### src/rtl/dac_pkg.sv
// Shared defaults and the sample type for the WM8731 DSP-mode DAC serializer.
// Latency: n/a (package only).
// Backpressure: n/a (package only).
package dac_pkg;
    localparam int DATA_W_DEF     = 16;
    localparam int FRAME_BITS_DEF = 32;
    localparam int BCLK_HALF_DEF  = 2;

    typedef logic [DATA_W_DEF-1:0] sample_t;
endpackage

### src/rtl/dac_dsp_serializer_if.sv
// Sample stream into the DAC serializer: one mono PCM word per transfer.
// Latency: n/a (signal bundle only).
// Backpressure: valid/ready; a word moves in a cycle with s_valid && s_ready.
// Signals: s_data (two's complement sample), s_valid (source), s_ready (serializer).
interface dac_dsp_serializer_if
    import dac_pkg::*;
#(
    parameter int DATA_W = DATA_W_DEF
);
    logic [DATA_W-1:0] s_data;
    logic              s_valid;
    logic              s_ready;

    modport master (output s_data, output s_valid, input s_ready);
    modport slave  (input s_data, input s_valid, output s_ready);
endinterface

### src/rtl/dac_bclk_gen.sv
// BCLK generator: clock-enable divider, bit counter and frame wrap strobe.
// Latency: bclk toggles every BCLK_HALF clk cycles while run=1; fall_en/frame_wrap are combinational.
// Backpressure: none; run=0 holds divider, bclk and bit_cnt at 0.
// Ports: clk, reset (async, active-low), run in; bclk, fall_en, frame_wrap, bit_cnt out.
module dac_bclk_gen
    import dac_pkg::*;
#(
    parameter int FRAME_BITS = FRAME_BITS_DEF,
    parameter int BCLK_HALF  = BCLK_HALF_DEF
)(
    input  logic                          clk,
    input  logic                          reset,
    input  logic                          run,
    output logic                          bclk,
    output logic                          fall_en,
    output logic                          frame_wrap,
    output logic [$clog2(FRAME_BITS)-1:0] bit_cnt
);
    localparam int CNT_W = $clog2(FRAME_BITS);
    localparam int DIV_W = (BCLK_HALF > 1) ? $clog2(BCLK_HALF) : 1;

    logic [DIV_W-1:0] div_cnt;
    logic             div_wrap;
    // Set while no falling edge has happened since reset or run start, so the
    // very first fall loads a frame and bit_cnt stays at 0 for that frame.
    logic             first;

    assign div_wrap   = (div_cnt == DIV_W'(BCLK_HALF - 1));
    assign fall_en    = run && div_wrap && bclk;
    assign frame_wrap = fall_en && (first || (bit_cnt == CNT_W'(FRAME_BITS - 1)));

    always_ff @(posedge clk or negedge reset) begin
        if (!reset) begin
            div_cnt <= '0;
            bclk    <= 1'b0;
            bit_cnt <= '0;
            first   <= 1'b1;
        end else if (!run) begin
            div_cnt <= '0;
            bclk    <= 1'b0;
            bit_cnt <= '0;
            first   <= 1'b1;
        end else begin
            div_cnt <= div_wrap ? '0 : div_cnt + 1'b1;
            if (div_wrap) begin
                bclk <= ~bclk;
            end
            if (fall_en) begin
                first   <= 1'b0;
                bit_cnt <= frame_wrap ? '0 : bit_cnt + 1'b1;
            end
        end
    end
endmodule

### src/rtl/dac_dsp_serializer.sv
// WM8731 DSP-mode DAC serializer: one mono sample per frame sent on left and right slots, MSB first.
// Latency: a sample accepted >=1 clk before a frame load appears from that frame's bit 0 (< 1 frame + 1 clk).
// Backpressure: single holding register; s_ready = !hold_full, emptied by each frame load.
// Ports: clk, reset (async, active-low), run, s (sample stream slave); bclk, dac_lrck, dac_data,
//        frame_start, underflow out.
// Build option: DAC_UNDERFLOW_HOLD_EN repeats the last sent sample on underflow instead of silence.
module dac_dsp_serializer
    import dac_pkg::*;
#(
    parameter int DATA_W     = DATA_W_DEF,
    parameter int FRAME_BITS = FRAME_BITS_DEF,
    parameter int BCLK_HALF  = BCLK_HALF_DEF
)(
    input  logic                  clk,
    input  logic                  reset,
    input  logic                  run,
    dac_dsp_serializer_if.slave   s,
    output logic                  bclk,
    output logic                  dac_lrck,
    output logic                  dac_data,
    output logic                  frame_start,
    output logic                  underflow
);
    localparam int CNT_W = $clog2(FRAME_BITS);

    logic                  fall_en;
    logic                  frame_wrap;
    logic [CNT_W-1:0]      bit_cnt;
    logic [DATA_W-1:0]     hold_reg;
    logic                  hold_full;
    logic                  accept;
    logic [DATA_W-1:0]     load_sample;
    logic [FRAME_BITS-1:0] load_word;
    logic [FRAME_BITS-1:0] shift_reg;

    dac_bclk_gen #(
        .FRAME_BITS (FRAME_BITS),
        .BCLK_HALF  (BCLK_HALF)
    ) u_bclk_gen (
        .clk        (clk),
        .reset      (reset),
        .run        (run),
        .bclk       (bclk),
        .fall_en    (fall_en),
        .frame_wrap (frame_wrap),
        .bit_cnt    (bit_cnt)
    );

    assign s.s_ready = !hold_full;
    assign accept    = s.s_valid && !hold_full;
    assign dac_data  = shift_reg[FRAME_BITS-1];

`ifdef DAC_UNDERFLOW_HOLD_EN
    logic [DATA_W-1:0] last_sample;

    always_ff @(posedge clk or negedge reset) begin
        if (!reset) begin
            last_sample <= '0;
        end else if (frame_wrap && hold_full) begin
            last_sample <= hold_reg;
        end
    end

    assign load_sample = hold_full ? hold_reg : last_sample;
`else
    assign load_sample = hold_full ? hold_reg : '0;
`endif

    // Same word in both slots, left-justified; slot bits past 2*DATA_W stay 0.
    always_comb begin
        load_word = '0;
        load_word[FRAME_BITS-1 -: 2*DATA_W] = {load_sample, load_sample};
    end

    always_ff @(posedge clk or negedge reset) begin
        if (!reset) begin
            hold_reg    <= '0;
            hold_full   <= 1'b0;
            shift_reg   <= '0;
            dac_lrck    <= 1'b0;
            frame_start <= 1'b0;
            underflow   <= 1'b0;
        end else begin
            frame_start <= frame_wrap;
            underflow   <= frame_wrap && !hold_full;

            // A load only drains a full register; an underflowing load can
            // coincide with an accept, and that sample waits for the next frame.
            if (frame_wrap && hold_full) begin
                hold_full <= 1'b0;
            end else if (accept) begin
                hold_reg  <= s.s_data;
                hold_full <= 1'b1;
            end

            if (!run) begin
                shift_reg <= '0;
                dac_lrck  <= 1'b0;
            end else if (fall_en) begin
                shift_reg <= frame_wrap ? load_word : {shift_reg[FRAME_BITS-2:0], 1'b0};
                // High for the BCLK period in which bit_cnt sits at its last value.
                dac_lrck  <= !frame_wrap && (bit_cnt == CNT_W'(FRAME_BITS - 2));
            end
        end
    end
endmodule

### src/flat_wrapper.sv
// flat-port wrapper written by rule: the top's interface ports become plain ports
module dac_dsp_serializer_flat import dac_pkg::*;
#(
    parameter int DATA_W     = DATA_W_DEF,
    parameter int FRAME_BITS = FRAME_BITS_DEF,
    parameter int BCLK_HALF  = BCLK_HALF_DEF
)
  (clk, reset, run, bclk, dac_lrck, dac_data, frame_start, underflow, s_s_data, s_s_valid, s_s_ready);
  dac_dsp_serializer_if #(.DATA_W(DATA_W)) s_i ();
  input  logic clk;
  input  logic reset;
  input  logic run;
  output logic bclk;
  output logic dac_lrck;
  output logic dac_data;
  output logic frame_start;
  output logic underflow;
  input wire logic [$bits(s_i.s_data)-1:0] s_s_data;
  input wire logic [$bits(s_i.s_valid)-1:0] s_s_valid;
  output wire logic [$bits(s_i.s_ready)-1:0] s_s_ready;
  assign s_i.s_data = s_s_data;
  assign s_i.s_valid = s_s_valid;
  assign s_s_ready = s_i.s_ready;
  dac_dsp_serializer #(.DATA_W(DATA_W), .FRAME_BITS(FRAME_BITS), .BCLK_HALF(BCLK_HALF)) u_core (.clk(clk), .reset(reset), .run(run), .s(s_i), .bclk(bclk), .dac_lrck(dac_lrck), .dac_data(dac_data), .frame_start(frame_start), .underflow(underflow));
endmodule
### config.mk
export PLATFORM = sky130hd
export DESIGN_NAME = dac_dsp_serializer_flat
export DESIGN_NICKNAME = d
export VERILOG_FILES = /design/src/rtl/dac_pkg.sv /design/src/rtl/dac_dsp_serializer_if.sv /design/src/rtl/dac_bclk_gen.sv /design/src/rtl/dac_dsp_serializer.sv /design/src/flat_wrapper.sv
export SDC_FILE = /design/constraint.sdc
export NUM_CORES = 1
export LEC_CHECK = 0
export CORE_MARGIN = 5
export CORE_UTILIZATION = 50
export CTS_BUF_LIST = sky130_fd_sc_hd__clkbuf_8
export CTS_CLUSTER_SIZE = 8
export DETAILED_ROUTE_END_ITERATION = 12
export GPL_TIMING_DRIVEN = 1
export PLACE_DENSITY = 0.75
export SYNTH_ARGS = -nofsm -noshare
export SYNTH_HDL_FRONTEND = slang
export SYNTH_SLANG_ARGS = --single-unit
### constraint.sdc
create_clock -name clk -period 2.4 [get_ports clk]
set_input_delay 0.24 -clock clk [delete_from_list [all_inputs] [get_ports clk]]
set_output_delay 0.24 -clock clk [all_outputs]
set_load 0.1 [all_outputs]
==> results of run 1 <==
layer usage:
metal  vias to the layer above  global-route usage
met5                         -                   0
met4                         0             0.09468
met3                         8             0.03509
met2                        35              0.2617
met1                       933              0.2165
li1                        917                   -
critical path, delay by kind of cell (launching register included):
| family | cells | cell delay (ns) |
|---|---|---|
| adders and majority gates | 2 | 0.47 |
| DFF | 1 | 0.42 |
| AOI/OAI and AO/OA | 2 | 0.38 |
| and+or+nand+nor | 2 | 0.35 |
| buffers and inverters | 1 | 0.35 |
logic make-up after synthesis:
logic type,count (synthesis),synth area share
buffers and inverters,23,0.04293
XOR/XNOR,1,0.003377
AO/OA/AOI/OAI,72,0.1746
adder cells (fa/ha/maj),3,0.01447
multiplexers,16,0.06946
AND/OR/NAND/NOR,59,0.1158
flip-flops,60,0.5794
Yosys cell counts (all sizes together), types with 2 or more instances:
| master | n |
|---|---|
| dfrtp | 59 |
| mux2 | 16 |
| a21oi | 3 |
| nand2 | 9 |
| nor2 | 3 |
| inv | 4 |
| nand3 | 36 |
| or3 | 2 |
| or4 | 2 |
| o21ai | 32 |
| buf | 8 |
| o31ai | 2 |
| ha | 3 |
| a22oi | 30 |
| nor3 | 2 |
| clkbuf | 11 |
path summary, 6_finish.rpt:
| check | from | endpoint | slack [ns] | depth (start not counted) |
|---|---|---|---|---|
| max in group asynchronous | reset | u_core.hold_reg[15] | 1.33 | 3 |
| setup / recovery | u_core.u_bclk_gen.bit_cnt[0] | u_core.shift_reg[30] | 0.33 | 7 |
| min in group clk | u_core.u_bclk_gen.first | u_core.u_bclk_gen.first | 0.49 | 2 |
| hold reg to reg | u_core.u_bclk_gen.first | u_core.u_bclk_gen.first | 0.49 | 2 |
| setup reg to reg | u_core.u_bclk_gen.bit_cnt[0] | u_core.shift_reg[30] | 0.33 | 7 |
| hold / removal | reset | u_core.shift_reg[27] | 0.47 | 2 |
power by group:
part	internal, mW	switching [mW]	leakage, nW
clock	0.552	0.369	0.111
sequential	1.19	0.147	0.792
combinational	0.339	0.364	0.473
through the flow:
stage / setup slack (ns) / util
2_1_floorplan: 0.4452 / -
3_3_place_gp: 0.4303 / 0.5685
3_5_place_dp: 0.3768 / 0.5685
4_1_cts: 0.3185 / 0.6105
5_1_grt: 0.1908 / 0.6105
6_report: 0.3309 / 0.6105
what timing repair did:
item	CTS	global route
hold endpoints to repair	26	0
hold buffers	1	0
setup endpoints to repair	0	0
layout make-up:
cell class | instances | area [sq um] | area share
Sequential cell | 60 | 1503 | 0.4851
Multi-Input combinational cell | 151 | 984.7 | 0.3179
Timing Repair Buffer | 33 | 305.3 | 0.09855
Clock buffer | 12 | 165.2 | 0.05331
Tap cell | 70 | 87.58 | 0.02827
Clock inverter | 3 | 37.54 | 0.01212
Inverter | 4 | 15.01 | 0.004847
==> results.json, run 1 <==
{
  "slowest_delay_ns": 0.42,
  "crit_chain": "ha_1 -> and3_1 -> ha_1 -> nor2_2 -> buf_4 -> a22oi_1 -> o21ai_0",
  "netlist_area_sq_mm": 0.002594,
  "yosys-top-cells-area": "dfrtp_1 57%, a22oi_1 8.7%, nand3_1 6.9%, mux2_2 6.9%, o21ai_0 6.2%",
  "dr_wl_met3_microns": 200,
  "drc": 0,
  "insertion_delay_ns": 0.33,
  "die_x_microns": 82.03,
  "cp_max_fo": 35,
  "grt_pass1_wl_microns": 8404,
  "vias": 1893,
  "final-instance-count-excl-fill": 333,
  "overflow": 0,
  "ys_seq_area_frac": 0.5794,
  "largest_register_ffs": 32,
  "ys_types": 33,
  "period_needed_ns": 2.069,
  "cp_slowest_cell": "dfrtp_1",
  "gp_congestion": 0.8378,
  "rsz0062_at_grt": "false",
  "antenna_found_initial": 0,
  "p_leak_nw": 1.376,
  "report.power.total_mw": 2.965,
  "tns_ns": 0,
  "mostFrequentLayoutCells": "59 x dfrtp_1, 35 x nand3_1, 32 x o21ai_0, 30 x a22oi_1, 18 x clkdlybuf4s50_1",
  "clkTransAtPathRegs_ns": 0.06,
  "arrival_ns": 2.30,
  "final_area_sq_mm": 0.003098,
  "hold_path_class": "in -> async",
  "clockBufferDepth": 2,
  "synth_nets": 257,
  "fillCellCount": 432,
  "critical_path_class": "reg -> reg",
  "slew_headroom": 0.5601,
  "wl_per_cell_microns": 15.30,
  "numCtsBuffers": 9,
  "hpwl_microns": 3139,
  "final_layout_size_suffix_gt1_frac": 0.1825,
  "power_density_mw_per_mm2": 957.2,
  "synth-edff-count": 0,
  "final_common_cell": "dfrtp_1",
  "synth_warnings": 0,
  "skew_ns": 0.005672,
  "vias_per_cell": 5.685,
  "die_y_microns": 82.03,
  "top_layer": "met4",
  "cpMostUsedCell": "ha_1",
  "post_cts_buffers": 0,
  "met2_length_microns": 2419,
  "finalHoldViolations": 0,
  "area_delta_synth_final_pct": 19.44,
  "synth_top_cell_area_share": 0.5692,
  "io-pin-count": 26,
  "setup_viol": 0,
  "cts.sinks": 60,
  "fin_crit_sh": 0.8621,
  "synth-seq-cells": 60,
  "grt_use_total": 0.1677,
  "drtIter0Drc": 167,
  "async_reset_ff_frac": 1.000,
  "drv_cap": 0,
  "tightest_slew_ns": 0.6599,
  "ant_nets": 0,
  "synth_largest_area_cell": "dfrtp_1",
  "htreeDepth": 3,
  "wl_met1_microns": 2377,
  "floorplan.initialDensity": 0.5111,
  "cts_root_buf": "clkbuf_8",
  "hold-worst-slack_ns": 0.4748,
  "synth_area_per_cell_sq_um": 11.08,
  "max_freq_mhz": 483.3,
  "nets": 282,
  "critPathLaunchType": "flip-flop",
  "slew_violations": 0,
  "cts_tree": "built",
  "synthFlopType": "dfrtp_1",
  "first_pass_iters": 5,
  "status": "completed",
  "die_area_sq_mm": 0.006728,
  "required_ns": 2.64,
  "portBuffers": 25,
  "core_sq_mm": 0.005075,
  "grt_max_degree": 39,
  "dp_cells": 317,
  "wirelength_microns": 5094,
  "rows": 26,
  "netlist_instances": 234,
  "n_antenna_cell": 0,
  "post_dp_cell_area_sq_mm": 0.002885,
  "grt_pass1_vias": 1771,
  "end_kind": "flip-flop",
  "cts_resized": 0,
  "vdd_ir_drop_max_mv": 0.6351
}
Note: power is estimated with default switching activity, not from simulation.
==> run 2: changes to the inputs <==
--- a/config.mk
+++ b/config.mk
@@ -12,6 +12,7 @@
 export DETAILED_ROUTE_END_ITERATION = 12
 export GPL_TIMING_DRIVEN = 1
 export PLACE_DENSITY = 0.75
+export RECOVER_POWER = 25
 export SYNTH_ARGS = -nofsm -noshare
 export SYNTH_HDL_FRONTEND = slang
 export SYNTH_SLANG_ARGS = --single-unit
==> results.json, run 2 (synthesized netlist as in run 1, its figures left out) <==
{
  "grt_pass1_vias": 1771,
  "vias": 1897,
  "rows": 26,
  "numCtsBuffers": 9,
  "post_dp_cell_area_sq_mm": 0.002885,
  "p_seq_frac": 0.453,
  "switching_power_mw": 0.8805,
  "crit_chain": "ha_1 -> and3_1 -> ha_1 -> nor2_2 -> buf_4 -> a22oi_1 -> o21ai_0",
  "io-pin-count": 26,
  "status": "finished with violations",
  "fillCellCount": 435,
  "overflow": 0,
  "skew_ns": 0.005672,
  "grt_use_total": 0.1677,
  "core_sq_mm": 0.005075,
  "drc": 0,
  "floorplan.initialDensity": 0.5111,
  "dp_slack_ns": 0.3768,
  "setup_viol": 0,
  "mostFrequentLayoutCells": "59 x dfrtp_1, 35 x nand3_1, 32 x o21ai_0, 30 x a22oi_1, 17 x clkdlybuf4s50_1",
  "largest_register_ffs": 32,
  "cts_resized": 0,
  "finalHoldViolations": 0,
  "cts_root_buf": "clkbuf_8",
  "max_freq_mhz": 483.3,
  "cts.sinks": 60,
  "gp_congestion": 0.8378,
  "period_needed_ns": 2.069,
  "required_ns": 2.64,
  "fin_ws_ns": 0.3309,
  "slowest_delay_ns": 0.42,
  "critPathLaunchType": "flip-flop",
  "wl_per_cell_microns": 15.31,
  "tns_ns": 0,
  "clkTransAtPathRegs_ns": 0.06,
  "area_delta_synth_final_pct": 19.25,
  "post_cts_buffers": 0,
  "hpwl_microns": 3139,
  "p_leak_nw": 1.369,
  "hold_path_class": "reg -> reg",
  "switching_share": 0.2970,
  "final-instance-count-excl-fill": 333,
  "combPwrFrac": 0.237,
  "multi_input_area_sq_um": 984.7,
  "vias_per_cell": 5.697,
  "crit_buf_inv": 1,
  "critical_path_class": "reg -> reg",
  "final_layout_size_suffix_gt1_frac": 0.1749,
  "violations": "capacitance limit, slew limit",
  "die_area_sq_mm": 0.006728,
  "critPathTopFamily": "adder cells",
  "fin_crit_sh": 0.8621,
  "die_x_microns": 82.03,
  "antenna_found_initial": 0,
  "rsz0062_at_grt": "false",
  "end_kind": "flip-flop",
  "slew_violations": 28,
  "seq_area_sq_mm": 0.001503,
  "die_y_microns": 82.03,
  "first_pass_iters": 5,
  "htreeDepth": 3,
  "intPower_mw": 2.084,
  "nets": 282,
  "cp_max_fo": 35,
  "wirelength_microns": 5097,
  "vdd_ir_drop_max_mv": 0.6351,
  "power_density_mw_per_mm2": 958.6,
  "drv_cap": 1,
  "insertion_delay_ns": 0.33,
  "grt_pass1_wl_microns": 8404,
  "n_antenna_cell": 0,
  "cp_slowest_cell": "dfrtp_1",
  "ant_nets": 0,
  "arrival_ns": 2.30,
  "cts_tree": "built",
  "grt_max_degree": 39,
  "slew_headroom": -0.06039,
  "report.power.total_mw": 2.965,
  "tightest_slew_ns": 1.591,
  "dp_cells": 317,
  "cpMostUsedCell": "ha_1",
  "clockBufferDepth": 2,
  "final_area_sq_mm": 0.003093,
  "final_common_cell": "dfrtp_1",
  "portBuffers": 25,
  "drtIter0Drc": 167,
  "clkPwrFrac": 0.310
}
==> run 2: routing by layer <==
metal	global-route usage	wire, microns
met1	0.2165	2377
met2	0.2617	2422
met5	0	0
met3	0.03509	200
met4	0.09468	97
==> run 2: path summary, 6_finish.rpt <==
path	slack, ns	startpoint	cells past startpoint	to
worst min register to register	0.49	u_core.u_bclk_gen.first	2	u_core.u_bclk_gen.first
worst min-delay path	0.49	u_core.u_bclk_gen.first	2	u_core.u_bclk_gen.first
min in group asynchronous	0.84	reset	2	u_core.shift_reg[27]
max in group asynchronous	0.63	reset	2	u_core.shift_reg[30]
worst max register to register	0.33	u_core.u_bclk_gen.bit_cnt[0]	7	u_core.shift_reg[30]
worst max-delay path	0.33	u_core.u_bclk_gen.bit_cnt[0]	7	u_core.shift_reg[30]
==> run 2: layout make-up <==
cell class,instances,area share
well taps,70,0.02832
flip-flops and latches,60,0.4858
repair buffers,33,0.09709
clock inverters,3,0.01214
inverters,4,0.004854
multi-input cells,151,0.3184
clock buffers,12,0.05340
==> run 2: power groups by stage <==
stage               Combinational [mW]  Clock [mW]  Sequential (mW)
floorplan                        0.533           0             1.34
global placement                 0.686           0             1.36
detailed placement               0.709           0             1.36
CTS                              0.712       0.931             1.34
global route                     0.789       0.970             1.37
finish                           0.703       0.920             1.34
==> run 2: stage by stage <==
stage,hold slack [ns],utilization
2_1_floorplan,-0.05559,-
3_3_place_gp,0.3106,0.5685
3_5_place_dp,0.3154,0.5685
4_1_cts,0.4952,0.6105
5_1_grt,0.5135,0.6095
6_report,0.4931,0.6095
==> run 2: what timing repair did <==
| action | in CTS | in global routing |
|---|---|---|
| endpoints found under the hold margin | 26 | 0 |
| setup endpoints to repair | 0 | 0 |
| hold buffers | 1 | 0 |
==> run 2: worst min-delay path, stage by stage (launching register included) <==
cell	delay, ns
dfstp_2	0.39
nand2_1	0.06
nand2_1	0.05
